### config.mk
export PLATFORM = sky130hd
export DESIGN_NAME = instr_sequencer
export DESIGN_NICKNAME = d
export VERILOG_FILES = /design/src/rtl/seq_pkg.sv /design/src/rtl/seq_watchdog.sv /design/src/rtl/instr_sequencer.sv
export SDC_FILE = /design/constraint.sdc
export NUM_CORES = 1
export LEC_CHECK = 0
export CAP_MARGIN = 20
export CORE_MARGIN = 2
export CORE_UTILIZATION = 55
export DETAILED_ROUTE_END_ITERATION = 16
export DONT_BUFFER_PORTS = 1
export GPL_TIMING_DRIVEN = 0
export PLACE_DENSITY = 0.73
export RECOVER_POWER = 100
export SYNTH_ARGS = -nofsm -noshare
export SYNTH_HDL_FRONTEND = slang
export SYNTH_SLANG_ARGS = --single-unit
### constraint.sdc
create_clock -name clk -period 1.6 [get_ports clk]
set_input_delay 0.24 -clock clk [delete_from_list [all_inputs] [get_ports clk]]
set_output_delay 0.24 -clock clk [all_outputs]
set_load 0.05 [all_outputs]
### src/rtl/seq_pkg.sv
// seq_pkg: shared definitions for the instruction sequencer.
//   - seq_state_t : sequencer FSM state encoding
//   - OP_*        : opcode constants (ir[15:12])
//   - UNIT_*      : execution-unit indices, matching unit_start/unit_done bits
//   - GRANT_*     : bus_grant encodings
//   - FAULT_*     : fault_code values
package seq_pkg;

  typedef enum logic [3:0] {
    IDLE,
    FETCH_ADDR,
    FETCH_MEM,
    FETCH_MDR,
    LOAD_IR,
    DECODE,
    DISPATCH,
    WAIT_DONE,
    HALT,
    FAULT
  } seq_state_t;

  localparam logic [3:0] OP_MOVE0     = 4'h0;
  localparam logic [3:0] OP_MOVE1     = 4'h1;
  localparam logic [3:0] OP_LOAD      = 4'h2;
  localparam logic [3:0] OP_STORE     = 4'h3;
  localparam logic [3:0] OP_ALU_FIRST = 4'h4;
  localparam logic [3:0] OP_ALU_LAST  = 4'hB;
  localparam logic [3:0] OP_HALT      = 4'hF;

  localparam logic [1:0] UNIT_MEM  = 2'd0;
  localparam logic [1:0] UNIT_MOVE = 2'd1;
  localparam logic [1:0] UNIT_ALU  = 2'd2;

  localparam logic [1:0] GRANT_SEQ  = 2'b00;
  localparam logic [1:0] GRANT_MEM  = 2'b01;
  localparam logic [1:0] GRANT_MOVE = 2'b10;
  localparam logic [1:0] GRANT_ALU  = 2'b11;

  localparam logic [1:0] FAULT_NONE    = 2'b00;
  localparam logic [1:0] FAULT_ILLEGAL = 2'b01;
  localparam logic [1:0] FAULT_MFC_TO  = 2'b10;
  localparam logic [1:0] FAULT_DONE_TO = 2'b11;

  // Maps a unit index to the bus owner code it is granted.
  function automatic logic [1:0] grant_of(input logic [1:0] unit);
    case (unit)
      UNIT_MEM:  return GRANT_MEM;
      UNIT_MOVE: return GRANT_MOVE;
      default:   return GRANT_ALU;
    endcase
  endfunction

endpackage

### src/rtl/seq_watchdog.sv
// seq_watchdog: clearable wait-cycle counter for the sequencer's handshake
// states. Only instantiated when SEQ_WATCHDOG_EN is defined.
// Ports:
//   clk, rst        clock, asynchronous active-high reset
//   waiting         high while the sequencer sits in a wait state
//   expired         high during the TIMEOUT_CYCLES-th consecutive wait cycle
module seq_watchdog #(
  parameter logic [7:0] TIMEOUT_CYCLES = 8'd255
) (
  input  logic clk,
  input  logic rst,
  input  logic waiting,
  output logic expired
);

  logic [7:0] count;

  // Any non-wait cycle clears the count, so each wait state entry starts
  // from zero. The count saturates rather than wrapping.
  always_ff @(posedge clk or posedge rst) begin
    if (rst) begin
      count <= 8'd0;
    end else if (!waiting) begin
      count <= 8'd0;
    end else if (count != 8'hFF) begin
      count <= count + 8'd1;
    end
  end

  // count holds the number of wait cycles already completed.
  assign expired = waiting && (count == (TIMEOUT_CYCLES - 8'd1));

endmodule

### src/rtl/instr_sequencer.sv
// instr_sequencer: fetches 16-bit instructions over the shared bus, decodes
// the opcode and dispatches a start pulse to the memory, move or ALU FSM,
// holding the bus grant until that unit reports done.
// Optional feature macro: SEQ_WATCHDOG_EN (bounded MFC/done waits).
// Ports:
//   clk, rst         clock, asynchronous active-high reset
//   run              allow a new fetch
//   MFC              memory function complete
//   bus_in[15:0]     shared bus (MDR contents while mdrOut=1)
//   unit_done[2:0]   done pulses: [0] memory, [1] move, [2] ALU
//   ir[15:0]         instruction register
//   unit_start[2:0]  one-hot start pulse
//   bus_grant[1:0]   bus owner: 00 seq, 01 mem, 10 move, 11 ALU
//   pcOut..pcInc     fetch-phase datapath controls
//   halted, fault    terminal-state flags
//   fault_code[1:0]  01 illegal, 10 MFC timeout, 11 done timeout
module instr_sequencer
  import seq_pkg::*;
#(
  parameter logic [7:0] TIMEOUT_CYCLES = 8'd255
) (
  input  logic        clk,
  input  logic        rst,
  input  logic        run,
  input  logic        MFC,
  input  logic [15:0] bus_in,
  input  logic [2:0]  unit_done,
  output logic [15:0] ir,
  output logic [2:0]  unit_start,
  output logic [1:0]  bus_grant,
  output logic        pcOut,
  output logic        marIn,
  output logic        memEN,
  output logic        RW,
  output logic        mdrReadEN,
  output logic        mdrOut,
  output logic        irIn,
  output logic        pcInc,
  output logic        halted,
  output logic        fault,
  output logic [1:0]  fault_code
);

  seq_state_t state_q, state_d;
  logic [1:0] sel_q, sel_d;
  logic [1:0] fcode_q, fcode_d;
  logic       sel_done;
  logic       wd_expired;

`ifdef SEQ_WATCHDOG_EN
  seq_watchdog #(
    .TIMEOUT_CYCLES(TIMEOUT_CYCLES)
  ) u_watchdog (
    .clk    (clk),
    .rst    (rst),
    .waiting((state_q == FETCH_MEM) || (state_q == WAIT_DONE)),
    .expired(wd_expired)
  );
`else
  logic unused_timeout;
  assign unused_timeout = ^TIMEOUT_CYCLES;
  assign wd_expired     = 1'b0;
`endif

  always_ff @(posedge clk or posedge rst) begin
    if (rst) begin
      state_q <= IDLE;
      sel_q   <= UNIT_MEM;
      fcode_q <= FAULT_NONE;
      ir      <= 16'h0000;
    end else begin
      state_q <= state_d;
      sel_q   <= sel_d;
      fcode_q <= fcode_d;
      if (state_q == LOAD_IR) begin
        ir <= bus_in;
      end
    end
  end

  // Only the selected unit's done bit matters; the others are ignored.
  always_comb begin
    case (sel_q)
      UNIT_MEM:  sel_done = unit_done[0];
      UNIT_MOVE: sel_done = unit_done[1];
      default:   sel_done = unit_done[2];
    endcase
  end

  always_comb begin
    state_d = state_q;
    sel_d   = sel_q;
    fcode_d = fcode_q;
    case (state_q)
      IDLE:       if (run) state_d = FETCH_ADDR;
      FETCH_ADDR: state_d = FETCH_MEM;
      // The handshake is checked before the timeout so a coincident MFC wins.
      FETCH_MEM: begin
        if (MFC) begin
          state_d = FETCH_MDR;
        end else if (wd_expired) begin
          state_d = FAULT;
          fcode_d = FAULT_MFC_TO;
        end
      end
      FETCH_MDR:  state_d = LOAD_IR;
      LOAD_IR:    state_d = DECODE;
      DECODE: begin
        case (ir[15:12])
          OP_MOVE0, OP_MOVE1: begin
            sel_d   = UNIT_MOVE;
            state_d = DISPATCH;
          end
          OP_LOAD, OP_STORE: begin
            sel_d   = UNIT_MEM;
            state_d = DISPATCH;
          end
          OP_HALT: state_d = HALT;
          default: begin
            if ((ir[15:12] >= OP_ALU_FIRST) && (ir[15:12] <= OP_ALU_LAST)) begin
              sel_d   = UNIT_ALU;
              state_d = DISPATCH;
            end else begin
              state_d = FAULT;
              fcode_d = FAULT_ILLEGAL;
            end
          end
        endcase
      end
      DISPATCH:   state_d = WAIT_DONE;
      WAIT_DONE: begin
        if (sel_done) begin
          state_d = run ? FETCH_ADDR : IDLE;
        end else if (wd_expired) begin
          state_d = FAULT;
          fcode_d = FAULT_DONE_TO;
        end
      end
      HALT:       state_d = HALT;
      FAULT:      state_d = FAULT;
      default:    state_d = IDLE;
    endcase
  end

  // All outputs decode from registered state only, so MFC and unit_done
  // never reach an output combinationally.
  always_comb begin
    pcOut      = 1'b0;
    marIn      = 1'b0;
    memEN      = 1'b0;
    RW         = 1'b0;
    mdrReadEN  = 1'b0;
    mdrOut     = 1'b0;
    irIn       = 1'b0;
    pcInc      = 1'b0;
    unit_start = 3'b000;
    bus_grant  = GRANT_SEQ;
    halted     = 1'b0;
    fault      = 1'b0;
    fault_code = fcode_q;
    case (state_q)
      FETCH_ADDR: begin
        pcOut = 1'b1;
        marIn = 1'b1;
      end
      FETCH_MEM: begin
        memEN = 1'b1;
        RW    = 1'b1;
      end
      FETCH_MDR: begin
        memEN     = 1'b1;
        RW        = 1'b1;
        mdrReadEN = 1'b1;
      end
      LOAD_IR: begin
        mdrOut = 1'b1;
        irIn   = 1'b1;
        pcInc  = 1'b1;
      end
      DISPATCH: begin
        unit_start = 3'b001 << sel_q;
        bus_grant  = grant_of(sel_q);
      end
      WAIT_DONE:  bus_grant = grant_of(sel_q);
      HALT:       halted = 1'b1;
      FAULT:      fault = 1'b1;
      default:    ;
    endcase
  end

endmodule

== Word-level counts from Yosys, hierarchy flattened ==
Index checks and enable logic that the tools add are counted.

* Bits in registers: 23
* Output and inout port bits: 33
* Logic and storage cells: 60
* Bits of input ports: 23

* Mux-type cells: 19
* Order comparisons: 2
* Bitwise logic cells: 3
* Eq/ne operators: 17
* Shift-type cells: 1
* Reductions and logical operators: 14

{| class="wikitable"
|+ Operators by type and width
! cell !! count
|-
| one-hot mux 4 bit (10 select lines) || 1
|-
| equality test 4 x 2 -> 1 bit, second input constant || 4
|-
| equality test 4 x 3 -> 1 bit, second input constant || 4
|-
| two-way mux 4 bit || 4
|-
| equality test 4 bit, second input constant || 3
|-
| AND reduction 3 bit || 3
|-
| equality test 4 x 1 -> 1 bit, second input constant || 2
|-
| zero test 4 bit || 2
|-
| one-hot mux 4 bit (2 select lines) || 1
|-
| OR reduction 2 bit || 4
|-
| two-way mux 1 bit || 7
|-
| != test 2 bit, second input constant || 3
|-
| one-hot mux 2 bit (3 select lines) || 1
|-
| OR reduction 5 bit || 1
|-
| greater-or-equal comparator 4 x 3 -> 1 bit, second input constant || 1
|-
| less-or-equal comparator 4 bit, second input constant || 1
|-
| two-way mux 2 bit || 2
|-
| one-hot mux 2 bit (2 select lines) || 1
|-
| OR reduction 4 bit || 1
|-
| two-way mux 3 bit || 1
|-
| NOT 1 bit || 3
|-
| nonzero test 3 bit || 1
|-
| << shifter 1 x 2 -> 3 bit, first input constant || 1
|-
| equality test 2 x 1 -> 1 bit, second input constant || 1
|-
| 3 further kinds || 3
|}

== Depth between registers and ports, before layout ==
Gate-level depths: netlist (run 1).

* Depth after elaboration: 5
* Mapped depth: 6
* Gate-level depth less buffers: 5

== Least setup slack after synthesis (run 1) ==
OpenSTA, ideal clock, no wires.

* Kind: register to output
* Start point: register state_q[1]
* End point: output port mdrReadEN
* Data arrival time: 2.540 ns
* Data required time: 1.360 ns
* Path buffers: 1
* Path slack: -1.180 ns
* Stages on the path, launching flop included: 4
* Cells stage by stage: dfrtp_1 clkbuf_1 nor3b_1 and2_1

* Longest elaborated chain between the ends: 2

{| class="wikitable"
|+ Ends and longest elaborated chain
! item !! line !! text
|-
| from (decl) || instr_sequencer.sv:44 || <nowiki>seq_state_t state_q, state_d;</nowiki>
|-
| from (signal assigned) || instr_sequencer.sv:72 || <nowiki>state_q <= state_d;</nowiki>
|-
| equality test 4 x 2 -> 1 bit || instr_sequencer.sv:161 || <nowiki>case (state_q)</nowiki>
|-
| two-way mux 1 bit || instr_sequencer.sv:161 ||
|-
| to (decl) || instr_sequencer.sv:35 || <nowiki>output logic mdrReadEN,</nowiki>
|}

Every way passes these cells.

== Final worst setup path (run 1) ==
* Start point: register state_q[2]
* End point: output port unit_start[1]

* Longest elaborated chain between the ends: 2

{| class="wikitable"
|+ Ends and longest elaborated chain
! item !! line !! text
|-
| equality test 4 x 3 -> 1 bit || instr_sequencer.sv:161 ||
|-
| two-way mux 3 bit || instr_sequencer.sv:161 ||
|-
| to (decl) || instr_sequencer.sv:29 || <nowiki>output logic [2:0] unit_start,</nowiki>
|}

Every way passes these cells.

==> results list, run 1 <==
* Status: finished with violations
- Failing checks: negative hold slack, negative setup slack
- The die is 50.6 um tall.
- The finished cells cover 1860 um^2.
- TritonCTS built the clock tree.
- First-pass GRT wire length: 5750 um
- Clock Pin Slew Worst Setup and Hold Paths: 130 ps
- Cell-by-cell listing of the critical path: buf_6 -> nor2b_4 -> nand2_4 -> nor4b_4
- Sorting the synthesized cells by area gives the leading types as sky130_fd_sc_hd__dfrtp_1 (48%), sky130_fd_sc_hd__mux2_2 (9.4%), sky130_fd_sc_hd__mux2_1 (4.7%).
* Post-route setup slack: -516 ps
- Post-route antenna net violation count: 0
- Area of the multi-input gates: 763 um^2
- Final max-slew violation count: 0
* Netlist area before placement: 1190 um^2
* Source-to-sink clock delay at the later pin of the worst-skew pair: 330 ps
* Maximum fanout encountered on the critical timing path: 5
* Critical register-to-register path endpoint: ir[10]
* Sum of negative setup slack: -10750 ps
- The die covers 2560 um^2.
- Global router's overall resource usage: 31.8%
- Port Buffer Count: 0
- Start point of the critical path: state_q[2]
- The region available for standard cell placement spans 2000 um^2.
- Worst hold-check slack: -36.5 ps
- Data on the critical path arrives at its endpoint at 1880 ps.
- Each instance of the synthesized netlist takes up on average 11.2 um^2.
- # H-tree levels: 1
- Setup violations remaining at the end of the flow were counted as 36.
* Initial drt markers: 40
- In this run the worst setup path terminates at unit_start[1].
- Number of vias per cell: 6.82
- On the worst path, the slowest cell contributes a delay of 660 ps.
- The slowest stage of the critical path belongs to the cell sky130_fd_sc_hd__nor4b_4.
- The worst setup path is captured at a primary output.
- Transition time at the pin with the least slew margin: 867 ps
* Maximum clock path buffer count: 2
* Cell type with the largest total area after synthesis: sky130_fd_sc_hd__dfrtp_1
* Synth warn: 0
- Total number of vias: 1132
- The number of antenna violations at the first check in global routing is 0.
- The congestion estimate from routability-driven global placement came to 0.816.
* CTS buffer count: 3
- For flop-to-flop paths, the worst setup slack is -400 ps.
* Overall routed net length: 4810 um
- Number of design rule violations left after detail routing: 0
- After synthesis, flip-flops and latches occupy 48.2% of the total area.
- Critical Path Start Type: flip-flop
* Path depth of the worst reg2reg path: 10
- Cells with a size suffix above 1 make up 60.4% of the layout.
- After the last flow step, the layout net total stands at 167.
- For this configuration, the core starts out at a cell density of 59.6%.
- Crit Path Category: flip-flop to primary output
* Fin crit share: 132%
* Largest net degree at the start of global routing: 24
- The number of nets handed over by synthesis was 134.
- Setup repair after global routing could not meet its margin everywhere.
- Required @ worst endpoint: 1360 ps
- Overflow left after global routing: 0
* Remaining max-slew budget at the tightest pin: 42.2%
* Number of top-level pins: 56
- Period minus WS final: 2120 ps
- Horizontal die dimension: 50.6 um
* Worst setup skew after layout: 3.08 ps
* Gate count of the mapped netlist: 107
* Post-CTS Hold Fix Bufs: 0
- The path class of the tightest hold or removal check is input port to async pin.
- In the layout the commonest cells are sky130_fd_sc_hd__buf_4 (21), sky130_fd_sc_hd__dfrtp_1 (19), sky130_fd_sc_hd__mux2_4 (14).
* Number of detailed-routing iterations run before antenna repair: 5
* MaxCap Viol Count: 0
- Post-route core utilization: 92.9%
* Routed len/inst: 29.0 um
* N_diodes: 0
- The startpoint identified for the worst register-to-register timing path is state_q[2].
- Counting the fill cells in the layout gives 54.
* FMAX: 473 MHz
* Area delta synth->final: 55.9%
* Site Rows: 16
- After legalization and detailed placement, the total HPWL measured 1810 um.
- Synthesis instantiated 34 different standard cells from the library.
* Fraction of post-synthesis cell area in the top cell type by area: 48.2%
- Number of global-route vias before repair: 1057
* Hold violation total from the final report: 23
* Clock sink count: 23
- Most common library cell in the layout ignoring fill and taps: sky130_fd_sc_hd__buf_4
- Registers take 581 um^2.
* CTS Root Buffer Type: sky130_fd_sc_hd__clkbuf_4
- Dpl cell area: 1380 um^2
* Flip-flop and latch count after synthesis: 23
==> registers in the layout, indices dropped and copies added, names as in the netlist <==
register	count
ir	16
state_q	4
sel_q	2
fault_code	1
==> how the worst min path moves through the flow <==
stage	start	to	slack, ps	cells past startpoint
floorplan	rst	fault_code[0]	240	1
global placement	rst	ir[3]	330	1
detailed placement	rst	state_q[1]	340	1
CTS	rst	ir[4]	8	1
global route	bus_in[15]	ir[15]	3	2
finish	rst	state_q[2]	-40	1
==> critical path: cells and delay by family (launching register included) <==
kind	cells	cell delay [ps]
buffers and inverters	1	150
DFF	1	420
and+or+nand+nor	3	970
==> per-layer routing <==
| layer | up-vias | GRT usage, % | wire (um) |
|---|---|---|---|
| li1 | 438 | - | - |
| met1 | 572 | 38.0 | 1530 |
| met2 | 97 | 57.9 | 2620 |
| met3 | 25 | 5.36 | 376 |
| met4 | 0 | 9.91 | 282 |
| met5 | - | 0 | 0 |
==> timing repair <==
action,CTS,global route
pin swaps,10,5
gates cloned,2,0
buffers inserted,22,8
endpoints found under the setup margin,32,34
gates resized for setup,38,14
endpoints found under the hold margin,0,0
==> logic make-up (layout without fill, tap and decap cells) <==
| family | Yosys count | count (layout) | synth area share, % |
|---|---|---|---|
| other cells | 1 | 1 | 0.314 |
| mux | 16 | 16 | 15.0 |
| fa+ha+maj | 4 | 4 | 4.19 |
| buf+inv | 16 | 48 | 7.55 |
| flops | 23 | 23 | 48.2 |
| compound gates | 21 | 21 | 11.3 |
| simple gates | 26 | 26 | 13.4 |
==> synthesized netlist by cell type <==
cell / n
sky130_fd_sc_hd__nor3_1: 3
sky130_fd_sc_hd__mux2_2: 10
sky130_fd_sc_hd__clkbuf_1: 3
sky130_fd_sc_hd__a32o_1: 1
sky130_fd_sc_hd__conb_1: 1
sky130_fd_sc_hd__nand4b_1: 1
sky130_fd_sc_hd__nor2b_1: 2
sky130_fd_sc_hd__nand3_1: 2
sky130_fd_sc_hd__o21ai_0: 6
sky130_fd_sc_hd__nor4_4: 1
sky130_fd_sc_hd__mux2i_1: 1
sky130_fd_sc_hd__nor4_1: 2
sky130_fd_sc_hd__dfrtp_1: 23
sky130_fd_sc_hd__and2_1: 1
sky130_fd_sc_hd__nand4bb_1: 1
sky130_fd_sc_hd__o21bai_1: 1
sky130_fd_sc_hd__o41ai_1: 1
sky130_fd_sc_hd__inv_1: 5
sky130_fd_sc_hd__buf_6: 1
sky130_fd_sc_hd__mux2_1: 5
sky130_fd_sc_hd__o211ai_1: 2
sky130_fd_sc_hd__ha_1: 4
sky130_fd_sc_hd__o221ai_1: 1
sky130_fd_sc_hd__inv_2: 1
sky130_fd_sc_hd__nand2b_1: 2
sky130_fd_sc_hd__a21oi_1: 6
sky130_fd_sc_hd__o21a_1: 1
sky130_fd_sc_hd__a311o_1: 1
sky130_fd_sc_hd__nor4b_1: 1
sky130_fd_sc_hd__o31ai_1: 1
sky130_fd_sc_hd__nand2_1: 5
sky130_fd_sc_hd__nor2_1: 4
sky130_fd_sc_hd__buf_4: 6
sky130_fd_sc_hd__nor3b_1: 1
==> layout make-up <==
type                    instances  area share [%]
flip-flops and latches         23            31.2
multi-input cells              68            41.0
plain buffers                  10            7.06
inverters                       6            1.48
clock buffers                   4            1.41
well taps                      27            1.82
repair buffers                 28            16.0
==> metrics by stage <==
step	cells	setup slack, ps
2_1_floorplan	107	-145
3_3_place_gp	134	-294
3_5_place_dp	134	-308
4_1_cts	161	-413
5_1_grt	166	-554
6_report	166	-516
Power of run 1 is left out: the tool's default activity adds up to more than one toggle a clock period on the data nets, which glitch-free logic cannot reach.
==> run 2: changes to the inputs <==
- SYNTH_HIERARCHICAL: default -> 1
==> results of run 2 <==
The final DEF is identical to that of run 1; final timing and power are the same.
Main changes from that run: Yosys warning count 0 -> 6
Power of run 2 is left out for the same reason.
